==> config.mk <==
export PLATFORM = sky130hd
export DESIGN_NAME = nibble_serial_sub_flat
export DESIGN_NICKNAME = d
export VERILOG_FILES = /design/src/rtl/nibble_serial_sub_if.sv /design/src/rtl/nibble_serial_sub.sv /design/src/flat_wrapper.sv
export SDC_FILE = /design/constraint.sdc
export NUM_CORES = 1
export LEC_CHECK = 0
export BUFFER_PORTS_ARGS = -buffer_cell sky130_fd_sc_hd__clkbuf_2
export CORE_UTILIZATION = 57
export CTS_BUF_LIST = sky130_fd_sc_hd__clkbuf_4 sky130_fd_sc_hd__clkbuf_8
export CTS_CLUSTER_SIZE = 28
export DETAILED_ROUTE_END_ITERATION = 10
export PLACE_DENSITY_LB_ADDON = 0.25
export SYNTH_ARGS = -nofsm -noshare
export SYNTH_HDL_FRONTEND = slang
export SYNTH_SLANG_ARGS = --single-unit
export TNS_END_PERCENT = 5
==> constraint.sdc <==
create_clock -name clk -period 2.05 [get_ports clk]
set_input_delay 0.1025 -clock clk [delete_from_list [all_inputs] [get_ports clk]]
set_output_delay 0.1025 -clock clk [all_outputs]
set_load 0.02 [all_outputs]
==> src/rtl/nibble_serial_sub_if.sv <==
// Handshake and data bundle for the nibble-serial subtractor.
// The master side supplies operands and accepts results; the slave side is the subtractor.
interface nibble_serial_sub_if #(
    parameter int WIDTH = 16
);
    logic             in_valid;
    logic             in_ready;
    logic [WIDTH-1:0] a_in;
    logic [WIDTH-1:0] b_in;
    logic             out_valid;
    logic             out_ready;
    logic [WIDTH-1:0] d_out;
    logic             borrow_out;
    logic             ovf_out;
    logic             z_out;

    modport master (
        output in_valid, a_in, b_in, out_ready,
        input  in_ready, out_valid, d_out, borrow_out, ovf_out, z_out
    );

    modport slave (
        input  in_valid, a_in, b_in, out_ready,
        output in_ready, out_valid, d_out, borrow_out, ovf_out, z_out
    );
endinterface

==> src/rtl/nibble_serial_sub.sv <==
// Nibble-serial subtractor: D = A - B, one 4-bit nibble per clock, LSB nibble first.
//
// state  | meaning
// -------+-----------------------------------------------------------
// IDLE   | in_ready high, waiting for operands
// RUN    | one nibble of A + ~B + carry per clock, NIB clocks total
// DONE   | out_valid high, result and flags held until out_ready
//
// The operand registers shift right by one nibble per RUN cycle, so the
// active nibble is always bits [3:0]. The partial result shifts in from the
// top and is only copied to d_out on the last nibble, so d_out never shows a
// half-finished value.
module nibble_serial_sub #(
    parameter int WIDTH = 16
) (
    input  logic               clk,
    input  logic               rst,
    nibble_serial_sub_if.slave bus
);
    localparam int NIB = WIDTH / 4;
    localparam int CW  = (NIB > 1) ? $clog2(NIB) : 1;
    localparam logic [CW-1:0] CNT_LAST = CW'(NIB - 1);

    typedef enum logic [1:0] {
        S_IDLE,
        S_RUN,
        S_DONE
    } state_t;

    state_t           state_q, state_d;
    logic [WIDTH-1:0] a_q, a_d;
    logic [WIDTH-1:0] b_q, b_d;
    logic [WIDTH-1:0] res_q, res_d;
    logic [WIDTH-1:0] d_q, d_d;
    logic [CW-1:0]    cnt_q, cnt_d;
    logic             carry_q, carry_d;
    logic             borrow_q, borrow_d;
    logic             ovf_q, ovf_d;
    logic             z_q, z_d;

    logic [4:0]       nib_sum;
    logic [WIDTH-1:0] res_final;

    // One nibble of A + ~B + carry, and the result as it stands after it.
    always_comb begin
        nib_sum   = {1'b0, a_q[3:0]} + {1'b0, ~b_q[3:0]} + {4'b0000, carry_q};
        res_final = {nib_sum[3:0], res_q[WIDTH-1:4]};
    end

    // State and datapath registers.
    always_ff @(posedge clk or posedge rst) begin
        if (rst) begin
            state_q  <= S_IDLE;
            a_q      <= '0;
            b_q      <= '0;
            res_q    <= '0;
            d_q      <= '0;
            cnt_q    <= '0;
            carry_q  <= 1'b0;
            borrow_q <= 1'b0;
            ovf_q    <= 1'b0;
            z_q      <= 1'b0;
        end else begin
            state_q  <= state_d;
            a_q      <= a_d;
            b_q      <= b_d;
            res_q    <= res_d;
            d_q      <= d_d;
            cnt_q    <= cnt_d;
            carry_q  <= carry_d;
            borrow_q <= borrow_d;
            ovf_q    <= ovf_d;
            z_q      <= z_d;
        end
    end

    // Next-state, nibble sequencing and flag capture.
    always_comb begin
        state_d  = state_q;
        a_d      = a_q;
        b_d      = b_q;
        res_d    = res_q;
        d_d      = d_q;
        cnt_d    = cnt_q;
        carry_d  = carry_q;
        borrow_d = borrow_q;
        ovf_d    = ovf_q;
        z_d      = z_q;

        case (state_q)
            S_IDLE: begin
                if (bus.in_valid) begin
                    a_d     = bus.a_in;
                    b_d     = bus.b_in;
                    res_d   = '0;
                    cnt_d   = '0;
                    carry_d = 1'b1;
                    state_d = S_RUN;
                end
            end
            S_RUN: begin
                a_d     = a_q >> 4;
                b_d     = b_q >> 4;
                res_d   = res_final;
                carry_d = nib_sum[4];
                if (cnt_q == CNT_LAST) begin
                    // a_q[3]/b_q[3] are the operand sign bits on the last nibble.
                    d_d      = res_final;
                    borrow_d = ~nib_sum[4];
                    ovf_d    = (a_q[3] != b_q[3]) & (nib_sum[3] != a_q[3]);
                    z_d      = (res_final == '0);
                    state_d  = S_DONE;
                end else begin
                    cnt_d = cnt_q + CW'(1);
                end
            end
            S_DONE: begin
                if (bus.out_ready) begin
                    state_d = S_IDLE;
                end
            end
            default: state_d = S_IDLE;
        endcase
    end

    // Handshake flags come straight from the state; results from registers.
    always_comb begin
        bus.in_ready   = (state_q == S_IDLE);
        bus.out_valid  = (state_q == S_DONE);
        bus.d_out      = d_q;
        bus.borrow_out = borrow_q;
        bus.ovf_out    = ovf_q;
        bus.z_out      = z_q;
    end
endmodule

==> src/flat_wrapper.sv <==
// flat-port wrapper written by rule: the top's interface ports become plain ports
module nibble_serial_sub_flat 
#(
    parameter int WIDTH = 16
)
  (clk, rst, bus_in_valid, bus_a_in, bus_b_in, bus_out_ready, bus_in_ready, bus_out_valid, bus_d_out, bus_borrow_out, bus_ovf_out, bus_z_out);
  nibble_serial_sub_if #(.WIDTH(WIDTH)) bus_i ();
  input  logic clk;
  input  logic rst;
  input wire logic [$bits(bus_i.in_valid)-1:0] bus_in_valid;
  input wire logic [$bits(bus_i.a_in)-1:0] bus_a_in;
  input wire logic [$bits(bus_i.b_in)-1:0] bus_b_in;
  input wire logic [$bits(bus_i.out_ready)-1:0] bus_out_ready;
  output wire logic [$bits(bus_i.in_ready)-1:0] bus_in_ready;
  output wire logic [$bits(bus_i.out_valid)-1:0] bus_out_valid;
  output wire logic [$bits(bus_i.d_out)-1:0] bus_d_out;
  output wire logic [$bits(bus_i.borrow_out)-1:0] bus_borrow_out;
  output wire logic [$bits(bus_i.ovf_out)-1:0] bus_ovf_out;
  output wire logic [$bits(bus_i.z_out)-1:0] bus_z_out;
  assign bus_i.in_valid = bus_in_valid;
  assign bus_i.a_in = bus_a_in;
  assign bus_i.b_in = bus_b_in;
  assign bus_i.out_ready = bus_out_ready;
  assign bus_in_ready = bus_i.in_ready;
  assign bus_out_valid = bus_i.out_valid;
  assign bus_d_out = bus_i.d_out;
  assign bus_borrow_out = bus_i.borrow_out;
  assign bus_ovf_out = bus_i.ovf_out;
  assign bus_z_out = bus_i.z_out;
  nibble_serial_sub #(.WIDTH(WIDTH)) u_core (.clk(clk), .rst(rst), .bus(bus_i));
endmodule
==> out/metrics.csv, run 1 <==
metric;value;unit
share of the synthesized area in the top cell type;55.7;%
insertion delay of the later-clocked pin in the worst-skew pair;350;ps
hold path startpoint;bus_b_in[5];
number of diodes;0;
Tmin final;1850;ps
Antenna Violating Nets Remaining;0;
number of antenna violations at the first check in global routing;0;
Max clock buf depth;2;
sum of net half-perimeters after detailed placement;4150;µm
Worst EP required;2300;ps
pin count of the biggest net entering global routing;49;
# setup viols final;0;
count of warnings emitted by yosys;0;
worst-margin pin slew;600;ps
top post-synthesis cells by area;sky130_fd_sc_hd__dfrtp_1, sky130_fd_sc_hd__mux2i_1, sky130_fd_sc_hd__mux2_4;
dominant synthesized flop cell;sky130_fd_sc_hd__dfrtp_1;
Worst Setup Start Kind;flip-flop;
PnR worst setup slack;204;ps
Reg-to-Reg Start;u_core.b_q[0];
Place WS;114;ps
classification of the worst setup path;reg2reg;
Max Cap Violations;0;
wire length of the first global-routing pass;9900;µm
aggregate global-route resource usage;24.5;%
maximum clock skew at final layout;9.34;ps
clock-pin slew of the registers on the worst-case setup and hold paths;80;ps
most common cell in the synthesized netlist;sky130_fd_sc_hd__dfrtp_1;
H-tree level count;3;
routed length per instance;15.2;µm
clock network power share;20.8;%
area of the die;5660;µm²
vias in the first global route;2160;
number of top-level design ports;57;
share of flip-flops with an asynchronous set or reset after synthesis;100;%
clock tree sinks;68;
Register-to-Register Setup Slack;200;ps
number of port buffers;56;
number of vias in the routed layout;2130;
ratio of routed vias to standard cells;5.31;
final weighted congestion of routability-driven global placement;0.777;
number of nets in the layout;368;
count of cell types in the netlist;33;
root buffer cell;sky130_fd_sc_hd__clkbuf_8;
placeable core region;5140;µm²
most frequent cells after synthesis;sky130_fd_sc_hd__dfrtp_1, sky130_fd_sc_hd__nand2_1, sky130_fd_sc_hd__mux2i_1;
Hold Path Sink;u_core.b_q[5];
leak pwr;1.89;nW
P&R area growth vs syn;22.5;%
cell-internal power;4.10;mW
initial cell density of the core;59.4;%
maximum clock frequency;0.542;GHz
Reg2Reg Capture Point;u_core.bus.z_out;
GRT overflow;0;
standard-cell rows;26;
share of post-route cells with drive strength above 1;28.7;%
number of nets produced by synthesis;304;
register bit total from synthesis;68;
number of hold-slack violations in the final timing report;0;
Net Sw Frac;37.7;%
clock tree from TritonCTS;done;
share of power burned in combinational logic;43.4;%
largest fanout on the critical path;3;
final number of max-transition violations;0;
netlist area before placement;3050;µm²
total CTS buffers;9;
status;complete, no violations;
power density over cell area;1760;nW/µm²
die boundary width;75.2;µm
CP Cell Sequence;inv_1, fa_1, inv_1, fa_1, nor4b_2, nand4_1, o31ai_1;
remaining routing DRC violations;0;
Post-Syn Area per Cell;11.7;µm²
Slew HR;60.0;%
period utilization;90.0;%
post-layout total power;6.57;mW
final wirelength;6080;µm
Total Negative Setup Slacks;0;ps
cell type with the highest aggregate area in the netlist;sky130_fd_sc_hd__dfrtp_1;
number of enable flip-flop cells after synthesis;0;
r2r worst-path depth;7;
y dimension of the die;75.2;µm
number of iterations in the first detailed-routing pass;4;
worst min-delay path class;in2reg;
setup repair after global routing missed its margin;false;
DRC marker count from the first detailed-route iteration;102;
share of synthesized area occupied by flip-flops and latches;55.7;%
depth of the worst hold-timing path;3;
worst path arrival time;2100;ps
crit end category;flip-flop;
net load switching power;2.48;mW
number of instances in the synthesized netlist;262;
Critical-path top delay cell;sky130_fd_sc_hd__fa_1;
worst stage delay on the critical path;520;ps
maximum VDD drop;1.02;mV
Seq pwr share;35.8;%
## state kept, by name, indices dropped and copies added (netlist names), 2 cells and up
register          count
u_core.state_q        2
u_core.cnt_q          2
u_core.res_q         12
u_core.bus.d_out     16
u_core.a_q           16
u_core.b_q           16
## metal layers
layer	GRT usage (%)	up-vias	part of all wire, %	wire length, µm
met1	29.6	1034	45	2740
li1	-	1036	-	-
met3	7.23	10	3.7	224
met4	11.9	0	2.0	123
met5	0	-	0	0
met2	40.6	50	49	3000
## through the flow
stage | area [µm²] | hold slack (ps) | util (%) | std cells
6_report | 3740 | 24.5 | 72.8 | 401
5_1_grt | 3740 | 25.7 | 72.8 | 401
4_1_cts | 3730 | 22.1 | 72.7 | 401
3_5_place_dp | 3440 | 189 | 66.8 | 380
3_3_place_gp | 3440 | 190 | 66.8 | 380
2_1_floorplan | 3050 | 210 | - | 262
## power groups by stage
stage          clock, mW  combinational, mW  sequential [mW]
3_3_place_gp           0               2.74             2.34
4_1_cts             1.38               2.87             2.35
3_5_place_dp           0               2.82             2.37
2_1_floorplan          0               2.04             2.42
5_1_grt             1.44               3.17             2.42
6_report            1.37               2.85             2.35
## worst max-delay path by stage
stage	from	endpoint	slack [ps]	depth (start not counted)
after floorplan	rst	u_core.a_q[0]	240	1
after global placement	u_core.b_q[0]	u_core.bus.z_out	230	7
after detailed placement	u_core.b_q[0]	u_core.bus.z_out	110	7
after CTS	u_core.b_q[0]	u_core.bus.z_out	100	7
after global routing	u_core.b_q[0]	u_core.bus.z_out	60	7
final	u_core.b_q[0]	u_core.bus.z_out	200	7
## cell usage in the layout (no fill, tap or decap)
master                          netlist  layout
sky130_fd_sc_hd__a21o_1               1       1
sky130_fd_sc_hd__a21oi_1              7       7
sky130_fd_sc_hd__a22o_1              16      16
sky130_fd_sc_hd__a2bb2oi_1            1       1
sky130_fd_sc_hd__and2_1               1       1
sky130_fd_sc_hd__and2b_1              1       1
sky130_fd_sc_hd__buf_12               0       3
sky130_fd_sc_hd__buf_4                3       5
sky130_fd_sc_hd__bufinv_16            0       3
sky130_fd_sc_hd__clkbuf_2             0      56
sky130_fd_sc_hd__clkbuf_8             0      10
sky130_fd_sc_hd__clkinv_2             0       1
sky130_fd_sc_hd__clkinv_4             0       1
sky130_fd_sc_hd__clkinvlp_4           0       1
sky130_fd_sc_hd__dfrtp_1             68      68
sky130_fd_sc_hd__dlygate4sd3_1        0       5
sky130_fd_sc_hd__fa_1                 2       2
sky130_fd_sc_hd__ha_1                 4       4
sky130_fd_sc_hd__inv_1                9       8
sky130_fd_sc_hd__inv_2                0       1
sky130_fd_sc_hd__mux2_1               4       4
sky130_fd_sc_hd__mux2_2               1       1
sky130_fd_sc_hd__mux2_4              10      10
sky130_fd_sc_hd__mux2i_1             24      24
sky130_fd_sc_hd__nand2_1             36      36
sky130_fd_sc_hd__nand2_4              1       1
sky130_fd_sc_hd__nand2b_1             3       3
sky130_fd_sc_hd__nand3_1              1       1
sky130_fd_sc_hd__nand4_1              1       1
sky130_fd_sc_hd__nor2_1               3       3
sky130_fd_sc_hd__nor2b_1              7       7
sky130_fd_sc_hd__nor4_1               2       2
sky130_fd_sc_hd__nor4b_2              0       1
sky130_fd_sc_hd__o21ai_0             17      17
sky130_fd_sc_hd__o21ai_1             19      19
sky130_fd_sc_hd__o21bai_4             0       1
sky130_fd_sc_hd__o31ai_1              2       2
sky130_fd_sc_hd__xnor2_1              1       1
sky130_fd_sc_hd__xor2_1               2       2
## cell type report
class | count | area, µm²
clock buffer | 10 | 138
clock inverter | 6 | 111
fill | 387 | 1400
timing repair buffer | 69 | 428
sequential | 68 | 1700
tap | 70 | 87.6
multi-input combinational | 169 | 1240
inverter | 9 | 33.8
## cells by family (layout without fill, tap and decap cells)
family	count (synthesis)	after routing	synth area share, %
AO/OA/AOI/OAI	64	64	12.9
adder cells (fa/ha/maj)	6	6	2.95
flip-flops	68	68	55.7
buffers and inverters	25	94	4.22
multiplexers	39	39	14.6
XOR/XNOR	3	3	0.860
AND/OR/NAND/NOR	57	57	8.73
## critical path, delay by kind of cell (launching register included)
| kind | cells | cell delay [ps] |
|---|---|---|
| AOI/OAI and AO/OA | 1 | 210 |
| adders and majority gates | 2 | 720 |
| buffers and inverters | 2 | 130 |
| DFF | 1 | 380 |
| and+or+nand+nor | 2 | 320 |
## what timing repair did
action                                  4_1_cts  5_1_grt
gates resized for setup                       0        1
setup buffers                                 0        0
hold buffers                                  5        0
hold endpoints to repair                     28        0
endpoints found under the setup margin        0        1
(Power assumes the default switching activity.)
==> inputs of run 2 (changes only) <==
--- a/config.mk
+++ b/config.mk
@@ -6,6 +6,7 @@
 export NUM_CORES = 1
 export LEC_CHECK = 0
 export BUFFER_PORTS_ARGS = -buffer_cell sky130_fd_sc_hd__clkbuf_2
+export CORE_ASPECT_RATIO = 0.6
 export CORE_UTILIZATION = 57
 export CTS_BUF_LIST = sky130_fd_sc_hd__clkbuf_4 sky130_fd_sc_hd__clkbuf_8
 export CTS_CLUSTER_SIZE = 28
==> run 2 against run 1 <==
  * Sequential power is essentially flat
  * Utilization fell by 1.0 points
  * Combinational power is 2% higher
  * Global-route usage increased by 0.19 points
  * Wire length decreased by 0.20%
  * Critical path type unchanged
  * Critical endpoint is now u_core.bus.d_out[15]
==> out/metrics.csv, run 2 (synthesis gave the netlist of run 1 again) <==
metric;value;unit
status;complete, no violations;
maximum clock skew at final layout;11.1;ps
remaining routing DRC violations;0;
met3 usage;9.56;%
CP Cell Sequence;fa_1, a21o_1, a21oi_1, xnor2_1, mux2_4;
classification of the worst setup path;reg2reg;
maximum clock frequency;0.527;GHz
number of hold-slack violations in the final timing report;0;
met1 track utilization from global routing;37.4;%
Tmin final;1900;ps
clock-pin slew of the registers on the worst-case setup and hold paths;80;ps
number of vias in the routed layout;2121;
cell-internal power;3.81;mW
final number of max-transition violations;0;
number of top-level design ports;57;
wire length of the first global-routing pass;10000;µm
vias in the first global route;1975;
final weighted congestion of routability-driven global placement;0.802;
total CTS buffers;9;
setup bufs post-CTS;0;
Total Negative Setup Slacks;0;ps
share of post-route cells with drive strength above 1;28.9;%
Reg-to-Reg Start;u_core.carry_q;
Slew HR;66.4;%
insertion delay of the later-clocked pin in the worst-skew pair;350;ps
most congested layer reported by global routing;met1;
Net Sw Frac;39.6;%
Reg2Reg Capture Point;u_core.bus.d_out[15];
placeable core region;5100;µm²
# fillers;383;
Antenna Violating Nets Remaining;0;
number of antenna violations at the first check in global routing;0;
net load switching power;2.50;mW
global-route track usage on met2;32.4;%
number of diodes;0;
cell area after placement;3400;µm²
largest fanout on the critical path;3;
setup repair after global routing missed its margin;false;
clock tree sinks;68;
number of port buffers;56;
Max clock buf depth;2;
r2r worst-path depth;5;
aggregate global-route resource usage;24.7;%
standard-cell rows;20;
# setup viols final;0;
sum of net half-perimeters after detailed placement;4330;µm
Hold Path Sink;u_core.a_q[9];
initial cell density of the core;59.8;%
number of iterations in the first detailed-routing pass;4;
power density over cell area;1720;nW/µm²
leak pwr;1.87;nW
Worst Setup Start Kind;flip-flop;
worst stage delay on the critical path;470;ps
Register-to-Register Setup Slack;150;ps
Max Cap Violations;0;
Critical-path top delay cell;sky130_fd_sc_hd__fa_1;
worst hold slack;25.9;ps
worst-margin pin slew;503;ps
worst min-delay path class;in2reg;
Seq pwr share;36.7;%
clock tree from TritonCTS;done;
DRC marker count from the first detailed-route iteration;127;
P&R area growth vs syn;19.9;%
share of power burned in combinational logic;46.1;%
number of nets in the layout;369;
hold path startpoint;bus_a_in[9];
root buffer cell;sky130_fd_sc_hd__clkbuf_8;
routed length per instance;15.3;µm
ratio of routed vias to standard cells;5.33;
GRT overflow;0;
final std cell area, no fill;3660;µm²
crit end category;flip-flop;
Worst EP required;2280;ps
depth of the worst hold-timing path;3;
y dimension of the die;58.7;µm
die boundary width;96.5;µm
period utilization;92.6;%
worst path arrival time;2130;ps
top library cells by usage in the layout, fill and taps aside;sky130_fd_sc_hd__dfrtp_1, sky130_fd_sc_hd__clkbuf_2, sky130_fd_sc_hd__nand2_1, sky130_fd_sc_hd__mux2i_1, sky130_fd_sc_hd__o21ai_1;
final wirelength;6070;µm
pin count of the biggest net entering global routing;46;
maximum VDD drop;0.865;mV
H-tree level count;3;
area of the die;5660;µm²
most common library cell in the layout ignoring fill and taps;sky130_fd_sc_hd__dfrtp_1;
clock network power share;17.2;%
## run 2: timing repair
action / 4_1_cts / 5_1_grt
endpoints found under the setup margin: 0 / 1
gates resized for setup: 0 / 2
hold buffers: 5 / 0
endpoints found under the hold margin: 27 / 0
## run 2: area by class of cell
cell class | instances | area [µm²] | area share, %
clock inverter | 6 | 65.1 | 1.78
timing repair buffer | 70 | 398 | 10.9
tap | 66 | 82.6 | 2.25
clock buffer | 10 | 131 | 3.59
multi-input combinational | 169 | 1250 | 34.1
sequential | 68 | 1700 | 46.5
inverter | 9 | 33.8 | 0.922
## run 2: stage by stage
step           instances  util, %  worst slack (ps)  power [mW]
2_1_floorplan        262        -               236        4.46
3_3_place_gp         377     66.6               257        5.05
3_5_place_dp         377     66.6              69.1        5.20
4_1_cts              398     71.4              58.0        6.30
5_1_grt              398     71.7              21.4        6.76
6_report             398     71.7               152        6.31
## run 2: how the worst max path moves through the flow
stage / depth (start not counted) / endpoint / startpoint / slack [ps]
3_5_place_dp: 7 / u_core.bus.z_out / u_core.b_q[0] / 70
4_1_cts: 7 / u_core.bus.z_out / u_core.b_q[0] / 60
6_report: 5 / u_core.bus.d_out[15] / u_core.carry_q / 150
3_3_place_gp: 7 / u_core.bus.z_out / u_core.b_q[0] / 260
5_1_grt: 7 / u_core.bus.z_out / u_core.b_q[0] / 20
2_1_floorplan: 1 / u_core.a_q[0] / rst / 240
## run 2: power groups by stage
stage | registers, mW | logic, mW | clock network [mW]
final | 2.32 | 2.91 | 1.09
after global routing | 2.38 | 3.20 | 1.17
after CTS | 2.31 | 2.88 | 1.11
after detailed placement | 2.33 | 2.87 | 0
after global placement | 2.29 | 2.76 | 0
after floorplan | 2.42 | 2.04 | 0
## run 2: metal layers
metal  part of all wire [%]  wire length [µm]
met4                    1.3                78
met3                    5.8               353
met2                     42              2560
met5                      0                 0
met1                     51              3080
## run 2: critical path, delay by kind of cell (launching register included)
family,cells,cell delay [ps]
fa+ha+maj,1,470
compound gates,2,440
flops,1,410
mux,1,290
xor+xnor,1,180
==> inputs of run 3 (changes only) <==
--- a/config.mk
+++ b/config.mk
@@ -5,6 +5,7 @@
 export SDC_FILE = /design/constraint.sdc
 export NUM_CORES = 1
 export LEC_CHECK = 0
+export ABC_AREA = 1
 export BUFFER_PORTS_ARGS = -buffer_cell sky130_fd_sc_hd__clkbuf_2
 export CORE_ASPECT_RATIO = 0.6
 export CORE_UTILIZATION = 57
==> run 3 against run 2 <==
  * Clock skew decreased by 1.3 ps
  * Hold slack worse by 12 ps
  * Via count increased by 17%
  * Non-clock buffer count rose by 2
  * Power up 4.0%
  * Register-to-register slack better by 30 ps
  * Utilization is 0.27 points higher
  * Clock power barely moved
  * Sequential power is 5% lower
  * Flip-flop and latch count unchanged
  * Critical endpoint is now u_core.bus.z_out
  * Largest cell class unchanged
==> out/metrics.csv, run 3 <==
metric;value;unit
status;complete, no violations;
Post-Syn Area per Cell;9.32;µm²
cell-internal power;3.72;mW
die boundary width;97.3;µm
number of port buffers;56;
largest fanout on the critical path;3;
Max clock buf depth;2;
initial cell density of the core;60.2;%
leak pwr;1.91;nW
pin count of the biggest net entering global routing;42;
net load switching power;2.85;mW
multiplexer share of the synthesized area;0;%
post-CTS resize count;0;
sum of net half-perimeters after detailed placement;4430;µm
final core utilization;72.0;%
count of cell types in the netlist;22;
number of top-level design ports;57;
area of the die;5750;µm²
number of instances in the synthesized netlist;333;
number of hold-slack violations in the final timing report;0;
number of iterations in the first detailed-routing pass;4;
top library cells by usage in the layout, fill and taps aside;sky130_fd_sc_hd__dfrtp_1, sky130_fd_sc_hd__nand2_1, sky130_fd_sc_hd__clkbuf_2, sky130_fd_sc_hd__inv_1, sky130_fd_sc_hd__o21ai_1;
dominant synthesized flop cell;sky130_fd_sc_hd__dfrtp_1;
setup repair after global routing missed its margin;false;
H-tree level count;3;
number of nets in the layout;440;
Total Negative Setup Slacks;0;ps
Antenna Violating Nets Remaining;0;
aggregate global-route resource usage;26.0;%
share of power burned in combinational logic;49.5;%
worst hold slack;13.6;ps
final wirelength;6570;µm
Worst EP required;2300;ps
most common cell in the synthesized netlist;sky130_fd_sc_hd__dfrtp_1;
power density over cell area;1770;nW/µm²
clock tree sinks;68;
placeable core region;5150;µm²
netlist area before placement;3100;µm²
maximum VDD drop;0.867;mV
classification of the worst setup path;reg2reg;
top post-synthesis cells by area;sky130_fd_sc_hd__dfrtp_1, sky130_fd_sc_hd__nand2_1, sky130_fd_sc_hd__inv_1;
# fillers;414;
count of warnings emitted by yosys;0;
number of enable flip-flop cells after synthesis;0;
worst path arrival time;2110;ps
worst-margin pin slew;616;ps
GRT overflow;0;
register bit total from synthesis;68;
standard-cell rows;20;
P&R area growth vs syn;19.6;%
cell type with the highest aggregate area in the netlist;sky130_fd_sc_hd__dfrtp_1;
insertion delay of the later-clocked pin in the worst-skew pair;350;ps
adder and majority gate portion of the synthesized area;2.90;%
most frequent cells after synthesis;sky130_fd_sc_hd__dfrtp_1, sky130_fd_sc_hd__nand2_1, sky130_fd_sc_hd__inv_1;
clock network power share;16.8;%
crit end category;flip-flop;
y dimension of the die;59.2;µm
compound-gate portion of the synthesized area;18.7;%
remaining routing DRC violations;0;
DRC marker count from the first detailed-route iteration;153;
number of vias in the routed layout;2477;
number of nets produced by synthesis;375;
share of flip-flops with an asynchronous set or reset after synthesis;100;%
share of post-route cells with drive strength above 1;23.6;%
setup bufs post-CTS;0;
total placed cells including tap cells;444;
Max Cap Violations;0;
routed length per instance;14.0;µm
number of antenna violations at the first check in global routing;0;
root buffer cell;sky130_fd_sc_hd__clkbuf_8;
wire length of the first global-routing pass;11100;µm
Worst Setup Start Kind;flip-flop;
Post-Synth XOR/XNOR Area;0.282;%
maximum clock skew at final layout;9.81;ps
largest family of logic cells by synthesized area;compound AO/OA/AOI/OAI gates;
Tmin final;1860;ps
Seq pwr share;33.7;%
period utilization;91.0;%
# setup viols final;0;
share of the synthesized area in the top cell type;54.8;%
clock-pin slew of the registers on the worst-case setup and hold paths;80;ps
total CTS buffers;9;
worst min-delay path class;in2reg;
post-layout instance count excluding filler cells;469;
most common library cell in the layout ignoring fill and taps;sky130_fd_sc_hd__dfrtp_1;
maximum clock frequency;0.536;GHz
number of diodes;0;
ratio of routed vias to standard cells;5.28;
Simple-Gate Fraction of Synth Area;12.3;%
final number of max-transition violations;0;
final weighted congestion of routability-driven global placement;0.857;
vias in the first global route;2274;
Net Sw Frac;43.4;%
clock tree from TritonCTS;done;
share of synthesized area occupied by flip-flops and latches;54.8;%
Slew HR;58.9;%
post-layout total power;6.57;mW
-- run 3: cells by family (layout without fill, tap and decap cells) --
family	count (synthesis)	count (layout)
AO/OA/AOI/OAI	91	91
XOR/XNOR	1	1
adder cells (fa/ha/maj)	6	6
buffers and inverters	72	142
flip-flops	68	68
AND/OR/NAND/NOR	95	95
-- run 3: stage by stage --
step           worst slack [ps]  cell area [µm²]
2_1_floorplan               236             3100
3_3_place_gp                276             3420
4_1_cts                     189             3710
5_1_grt                     100             3710
3_5_place_dp                200             3420
6_report                    185             3710
-- run 3: power groups by stage --
stage	Sequential, mW	Combinational [mW]	Clock [mW]
final	2.21	3.25	1.11
after global routing	2.27	3.65	1.19
after CTS	2.21	3.24	1.13
after detailed placement	2.23	3.19	0
after global placement	2.21	3.07	0
after floorplan	2.38	2.30	0
-- run 3: layer usage --
metal  up-vias  share of wire, %  global-route usage (%)
li1       1218                 -                       -
met1      1169                48                    36.8
met2        82                45                    38.6
met3         8               6.5                    8.61
met4         0               1.0                    8.19
met5         -                 0                       0
-- run 3: area by class of cell --
cell class | count | area (µm²) | area share [%]
timing repair buffer | 72 | 460 | 12.4
clock buffer | 10 | 138 | 3.71
sequential | 68 | 1700 | 45.8
inverter | 54 | 203 | 5.46
tap | 66 | 82.6 | 2.22
clock inverter | 6 | 63.8 | 1.72
multi-input combinational | 193 | 1060 | 28.6
-- run 3: path summary, 6_finish.rpt --
kind	start	end	slack [ps]	cells past startpoint
hold reg to reg	u_core.bus.d_out[11]	u_core.bus.d_out[11]	490	2
setup reg to reg	u_core.carry_q	u_core.bus.z_out	190	9
setup / recovery	u_core.carry_q	u_core.bus.z_out	190	9
hold / removal	bus_b_in[11]	u_core.b_q[11]	10	3
min in group asynchronous	rst	u_core.bus.d_out[8]	360	3
max in group asynchronous	rst	u_core.bus.borrow_out	1050	4
-- run 3: timing repair --
action | CTS | global route
setup endpoints to repair | 0 | 0
hold buffers | 9 | 0
hold endpoints to repair | 35 | 0
-- run 3: critical path, cell delays in order (launching register included) --
cell,delay (ps)
sky130_fd_sc_hd__dfrtp_1,400
sky130_fd_sc_hd__fa_1,470
sky130_fd_sc_hd__inv_1,100
sky130_fd_sc_hd__fa_1,450
sky130_fd_sc_hd__nand2_1,90
sky130_fd_sc_hd__nor2_1,40
sky130_fd_sc_hd__nand2_1,50
sky130_fd_sc_hd__nor2_1,40
sky130_fd_sc_hd__nand3_1,70
sky130_fd_sc_hd__nand2_1,50
